==> config.mk <==
export PLATFORM = sky130hd
export DESIGN_NAME = digit_serial_addsub15
export DESIGN_NICKNAME = d
export VERILOG_FILES = /design/src/rtl/digit_serial_addsub15.sv
export SDC_FILE = /design/constraint.sdc
export NUM_CORES = 1
export LEC_CHECK = 0
export CORE_MARGIN = 2
export CORE_UTILIZATION = 55
export DETAILED_ROUTE_END_ITERATION = 8
export MAX_ROUTING_LAYER = met4
export PLACE_DENSITY = 0.85
export SYNTH_ARGS = -nofsm -noshare
export SYNTH_HDL_FRONTEND = slang
export SYNTH_SLANG_ARGS = --single-unit
==> constraint.sdc <==
create_clock -name clk -period 4.3 [get_ports clk]
set_input_delay 0.86 -clock clk [delete_from_list [all_inputs] [get_ports clk]]
set_output_delay 0.86 -clock clk [all_outputs]
set_load 0.02 [all_outputs]
==> src/rtl/digit_serial_addsub15.sv <==
// 15-bit adder/subtractor evaluated digit-serially: five 3-bit carry-lookahead
// slices, one per clock, least significant slice first.
//
// state  | meaning
// IDLE   | waiting for start; operands and result registers hold
// RUN    | processing slice cnt (0..4), one slice per cycle
// DONE   | one-cycle done pulse; sum/cout/ovf final
module digit_serial_addsub15 (
  input  logic        clk,
  input  logic        rst,
  input  logic        start,
  input  logic        sub,
  input  logic [14:0] a,
  input  logic [14:0] b,
  output logic        busy,
  output logic        done,
  output logic [14:0] sum,
  output logic        cout,
  output logic        ovf
);

  localparam logic [1:0] S_IDLE = 2'd0;
  localparam logic [1:0] S_RUN  = 2'd1;
  localparam logic [1:0] S_DONE = 2'd2;

  logic [1:0]  state;
  logic [2:0]  cnt;
  logic        carry_reg;
  logic        c2_last;
  logic [14:0] a_reg;
  logic [14:0] b_reg;
  logic        sub_reg;

  logic [2:0]  a_sl;
  logic [2:0]  b_sl;
  logic [2:0]  g;
  logic [2:0]  p;
  logic [2:0]  s;
  logic        c0;
  logic        c1;
  logic        c2;
  logic        c3;

  always_comb begin
    a_sl = a_reg[2:0];
    b_sl = b_reg[2:0];
    case (cnt)
      3'd1: begin a_sl = a_reg[5:3];   b_sl = b_reg[5:3];   end
      3'd2: begin a_sl = a_reg[8:6];   b_sl = b_reg[8:6];   end
      3'd3: begin a_sl = a_reg[11:9];  b_sl = b_reg[11:9];  end
      3'd4: begin a_sl = a_reg[14:12]; b_sl = b_reg[14:12]; end
      default: begin a_sl = a_reg[2:0]; b_sl = b_reg[2:0]; end
    endcase
  end

  // The first slice takes its carry-in straight from the latched mode bit;
  // later slices chain through carry_reg.
  assign c0 = (cnt == 3'd0) ? sub_reg : carry_reg;

  assign g  = a_sl & b_sl;
  assign p  = a_sl ^ b_sl;
  assign c1 = g[0] | (p[0] & c0);
  assign c2 = g[1] | (p[1] & g[0]) | (p[1] & p[0] & c0);
  assign c3 = g[2] | (p[2] & g[1]) | (p[2] & p[1] & g[0]) | (p[2] & p[1] & p[0] & c0);
  assign s  = p ^ {c2, c1, c0};

  always_ff @(posedge clk) begin
    if (rst) begin
      state     <= S_IDLE;
      cnt       <= 3'd0;
      carry_reg <= 1'b0;
      c2_last   <= 1'b0;
      a_reg     <= 15'd0;
      b_reg     <= 15'd0;
      sub_reg   <= 1'b0;
      sum       <= 15'd0;
    end else begin
      case (state)
        S_IDLE: begin
          if (start) begin
            a_reg     <= a;
            b_reg     <= b ^ {15{sub}};
            sub_reg   <= sub;
            carry_reg <= sub;
            cnt       <= 3'd0;
            state     <= S_RUN;
          end
        end
        S_RUN: begin
          case (cnt)
            3'd0:    sum[2:0]   <= s;
            3'd1:    sum[5:3]   <= s;
            3'd2:    sum[8:6]   <= s;
            3'd3:    sum[11:9]  <= s;
            default: sum[14:12] <= s;
          endcase
          carry_reg <= c3;
          cnt       <= cnt + 3'd1;
          if (cnt == 3'd4) begin
            c2_last <= c2;
            state   <= S_DONE;
          end
        end
        S_DONE: begin
          state <= S_IDLE;
        end
        default: begin
          state <= S_IDLE;
        end
      endcase
    end
  end

  // Flags come from the held carries, so they stay put after done until the
  // next accepted start reloads carry_reg.
  assign cout = carry_reg;
  assign ovf  = c2_last ^ carry_reg;
  assign done = (state == S_DONE);
  assign busy = (state == S_RUN) || (state == S_DONE);

endmodule

==> flow_summary_export.csv <==
group,metric,value,unit
timing,final.setup.tns,0,ns
placement,dp_hpwl,4038,microns
floorplanning,io_pins,53,
job,cap_violations,0,
grt,grt_usage,23.11,%
synth,ys_seq_area_share,41.07,%
route,antenna_left,0,
worst_setup_path,cpMostUsedCell,"ha_1",
synth,synth_simple_gate_area_share,16.37,%
placement,portBuffers,52,
clock_tree,post-cts-setup-buffers,0,
power_and_ir_drop,p_sw,0.0003208,W
synth,ys_async_sr_fraction,0,%
run_status,status,"finished, final reports clean",
floorplanning,die-height,72.54,microns
grt,grt_pass1_vias,2118,
synth,synth_mux_area_share,1.259,%
power_and_ir_drop,clock_power_share,30.1,%
route,drc,0,
timing,timing.fmax,311.7,MHz
timing,grt_setup_unrepaired,"false",
synth,synth_top_area_share,41.07,%
synth,synth_edf_count,0,
synth,synthAdderAreaFrac,6.102,%
synth,ys_types,43,
synth,ys_ff_latch,53,
worst_setup_path,r2r_slack,1.09,ns
route,dr.first_iter.drc_count,229,
cells_and_area,area_delta_synth_final,22.95,%
timing,drv_slew,0,
clock_tree,ctsHoldBuffers,0,
floorplanning,fp.dieW,72.54,microns
clock_tree,ctsHtreeMaxLevel,2,
timing,fin_crit_sh,74.61,%
cells_and_area,post-route-util,71.48,%
clock_tree,cts_tree,"done",
grt,antenna_found_initial,0,
power_and_ir_drop,p_leak,1.140,nW
synth,syn_nets,348,
floorplanning,dieArea,5262,sq um
grt,grt_max_degree,54,
power_and_ir_drop,ir_drop,0.1949,mV
min_path,hold_class,"flip-flop to flip-flop",
placement,place_congestion,0.9659,
cells_and_area,antenna_cells,0,
clock_tree,clockRootBuffer,"clkbuf_8",
power_and_ir_drop,power_density,354.4,nW/um^2
clock_tree,path_clk_slew,0.10,ns
worst_setup_path,slowest_delay,0.55,ns
synth,yosys_warnings,0,
cells_and_area,regArea,1061,sq um
cells_and_area,fin_nets,385,
clock_tree,cts_buffers,5,
route,drtPass1Iterations,5,
power_and_ir_drop,p_comb_share,21.2,%
route,routed_via_density,5.740,
synth,avgSynthCellArea,8.555,sq um
timing,setup_viol,0,
clock_tree,cts_resized,0,
synth,synthCells,302,
synth,netlist_area,2584,sq um
worst_setup_path,r2r-start,"cnt[0]$_SDFFE_PP0P_",
power_and_ir_drop,p_seq_share,48.6,%
worst_setup_path,path_max_fanout,12,
timing,finalHoldViolations,0,
cells_and_area,drive_above_1_share,5.294,%
synth,synth_flop_cell,"dfxtp_1",
clock_tree,clk_path_buf_depth,2,
worst_setup_path,path_class,"flip-flop to flip-flop",
grt,gr-total-overflow,0,
synth,synth_top_family_by_area,"compound AO/OA/AOI/OAI gates",
floorplanning,num_rows,24,
timing,relSlewSlack,38.74,%
worst_setup_path,crit_arrival,3.36,ns
worst_setup_path,worstReg2RegEnd,"sum[11]$_SDFFE_PP0P_",
timing,tightest_slew,0.9189,ns
synth,synth_common_cells,"nand2_1, dfxtp_1, a21oi_1",
power_and_ir_drop,p_int,0.0008051,W
cells_and_area,fillCellCount,380,
worst_setup_path,cpLargestDelayFamily,"simple AND/OR/NAND/NOR gates",
worst_setup_path,crit_buf_inv,1,
worst_setup_path,cp_data_required_time,4.46,ns
synth,synth-xor-area-share,5.763,%
worst_setup_path,reg2regPathDepth,10,
power_and_ir_drop,switching_share,28.50,%
clock_tree,cts.sinks,53,
clock_tree,insertion_delay,0.31,ns
route,num_vias,2250,
worst_setup_path,crit_path_cell_trace,"inv_1 > ha_1 > or4_1 > o21ai_2 > o21ai_0 > ha_1 > a21o_1 > or3_1 > a31oi_1 > a2111oi_2",
floorplanning,start_util,58.14,%
synth,synth_compound_area_share,24.12,%
min_path,min_path_cells,2,
route,avgRoutedWirePerCell,13.81,microns
worst_setup_path,crit_path_start_kind,"flip-flop",
cells_and_area,multi_input_area,1385,sq um
grt,grt_pass1_wl,9487,microns
worst_setup_path,crit_slowest_cell,"or4_1",
timing,worst_clock_skew,0.01261,ns
synth,synthTopCellsByArea,"dfxtp_1, nand2_1, a21oi_1, xnor2_1, ha_1",
route,totalWireLength,5413,microns
synth,synthMostInstantiatedCell,"nand2_1",
floorplanning,core_area,4444,sq um
min_path,hp-start,"sum[3]$_SDFFE_PP0P_",
worst_setup_path,crit_path_end_kind,"flip-flop",
timing,fin_crit,3.208,ns
synth,synth_area_leader_cell,"dfxtp_1",
min_path,min_delay_worst_endpoint,"sum[3]$_SDFFE_PP0P_",
-- worst max-delay path by stage --
stage                             start              endpoint  cells past startpoint
floorplan           cnt[0]$_SDFFE_PP0P_  sum[11]$_SDFFE_PP0P_                     12
global placement    cnt[0]$_SDFFE_PP0P_  sum[11]$_SDFFE_PP0P_                     10
detailed placement  cnt[0]$_SDFFE_PP0P_  sum[11]$_SDFFE_PP0P_                     10
CTS                 cnt[0]$_SDFFE_PP0P_  sum[11]$_SDFFE_PP0P_                     10
global route        cnt[0]$_SDFFE_PP0P_  sum[11]$_SDFFE_PP0P_                     10
finish              cnt[0]$_SDFFE_PP0P_  sum[11]$_SDFFE_PP0P_                     10
-- power groups by stage --
stage | Combinational [W] | Clock (W) | Sequential (W)
floorplan | 0.000164 | 0 | 0.000557
global placement | 0.000233 | 0 | 0.000558
detailed placement | 0.000238 | 0 | 0.000559
CTS | 0.000240 | 0.000342 | 0.000548
global route | 0.000267 | 0.000362 | 0.000551
finish | 0.000239 | 0.000339 | 0.000547
-- worst register-to-register path, stage by stage (launching register included) --
cell and delay, ns:
dfxtp_1 0.39, inv_1 0.10, ha_1 0.36, or4_1 0.55
o21ai_2 0.18, o21ai_0 0.16, ha_1 0.42, a21o_1 0.25
or3_1 0.38, a31oi_1 0.20, a2111oi_2 0.07
-- metrics by stage --
| step | hold WS (ns) | setup WS (ns) | instance area [sq um] | power, W | instances |
|---|---|---|---|---|---|
| after floorplan | 0.4357 | 1.452 | 2584 | 0.0007213 | 302 |
| after global placement | 0.4461 | 1.270 | 3064 | 0.0007914 | 384 |
| after detailed placement | 0.4480 | 1.134 | 3064 | 0.0007970 | 384 |
| after CTS | 0.4617 | 1.095 | 3177 | 0.001131 | 392 |
| after global routing | 0.4892 | 0.9085 | 3177 | 0.001179 | 392 |
| final | 0.4601 | 1.092 | 3177 | 0.001126 | 392 |
-- cell type report --
class | count | area share (%)
clock inverter | 3 | 1.378
clock buffer | 5 | 2.166
multi-input combinational | 218 | 43.60
inverter | 8 | 0.9453
sequential | 53 | 33.40
timing repair buffer | 53 | 16.46
tap | 52 | 2.048
-- cell usage in the layout, fill, tap and decap left out, types with 3 or more instances in the layout --
master | synthesis | layout
clkbuf_8 | 0 | 5
nor3_1 | 3 | 3
nand2_1 | 54 | 54
o41ai_1 | 4 | 4
and2_1 | 3 | 3
xnor2_1 | 16 | 16
ha_1 | 11 | 11
nor2b_1 | 3 | 3
clkdlybuf4s50_1 | 0 | 51
nor2_1 | 22 | 22
a21oi_1 | 32 | 32
a222oi_1 | 6 | 6
o21ai_0 | 8 | 8
a311oi_1 | 4 | 4
a211oi_1 | 16 | 16
inv_1 | 6 | 6
a22o_1 | 6 | 6
dfxtp_1 | 53 | 53
nand3_1 | 9 | 9
-- cell families after synthesis --
logic type | count (synthesis)
muxes | 2
xor gates and xnor gates | 17
AOI/OAI and AO/OA | 88
adders and majority gates | 12
DFF | 53
and+or+nand+nor | 99
buffers and inverters | 31
-- metal layers --
layer | track usage [%] | vias up | share of wire [%]
li1 | - | 1144 | -
met1 | 27.33 | 1025 | 43
met2 | 39.90 | 71 | 51
met3 | 5.139 | 10 | 4.5
met4 | 5.556 | 0 | 1.4
met5 | - | - | 0
(Power assumes the default switching activity.)
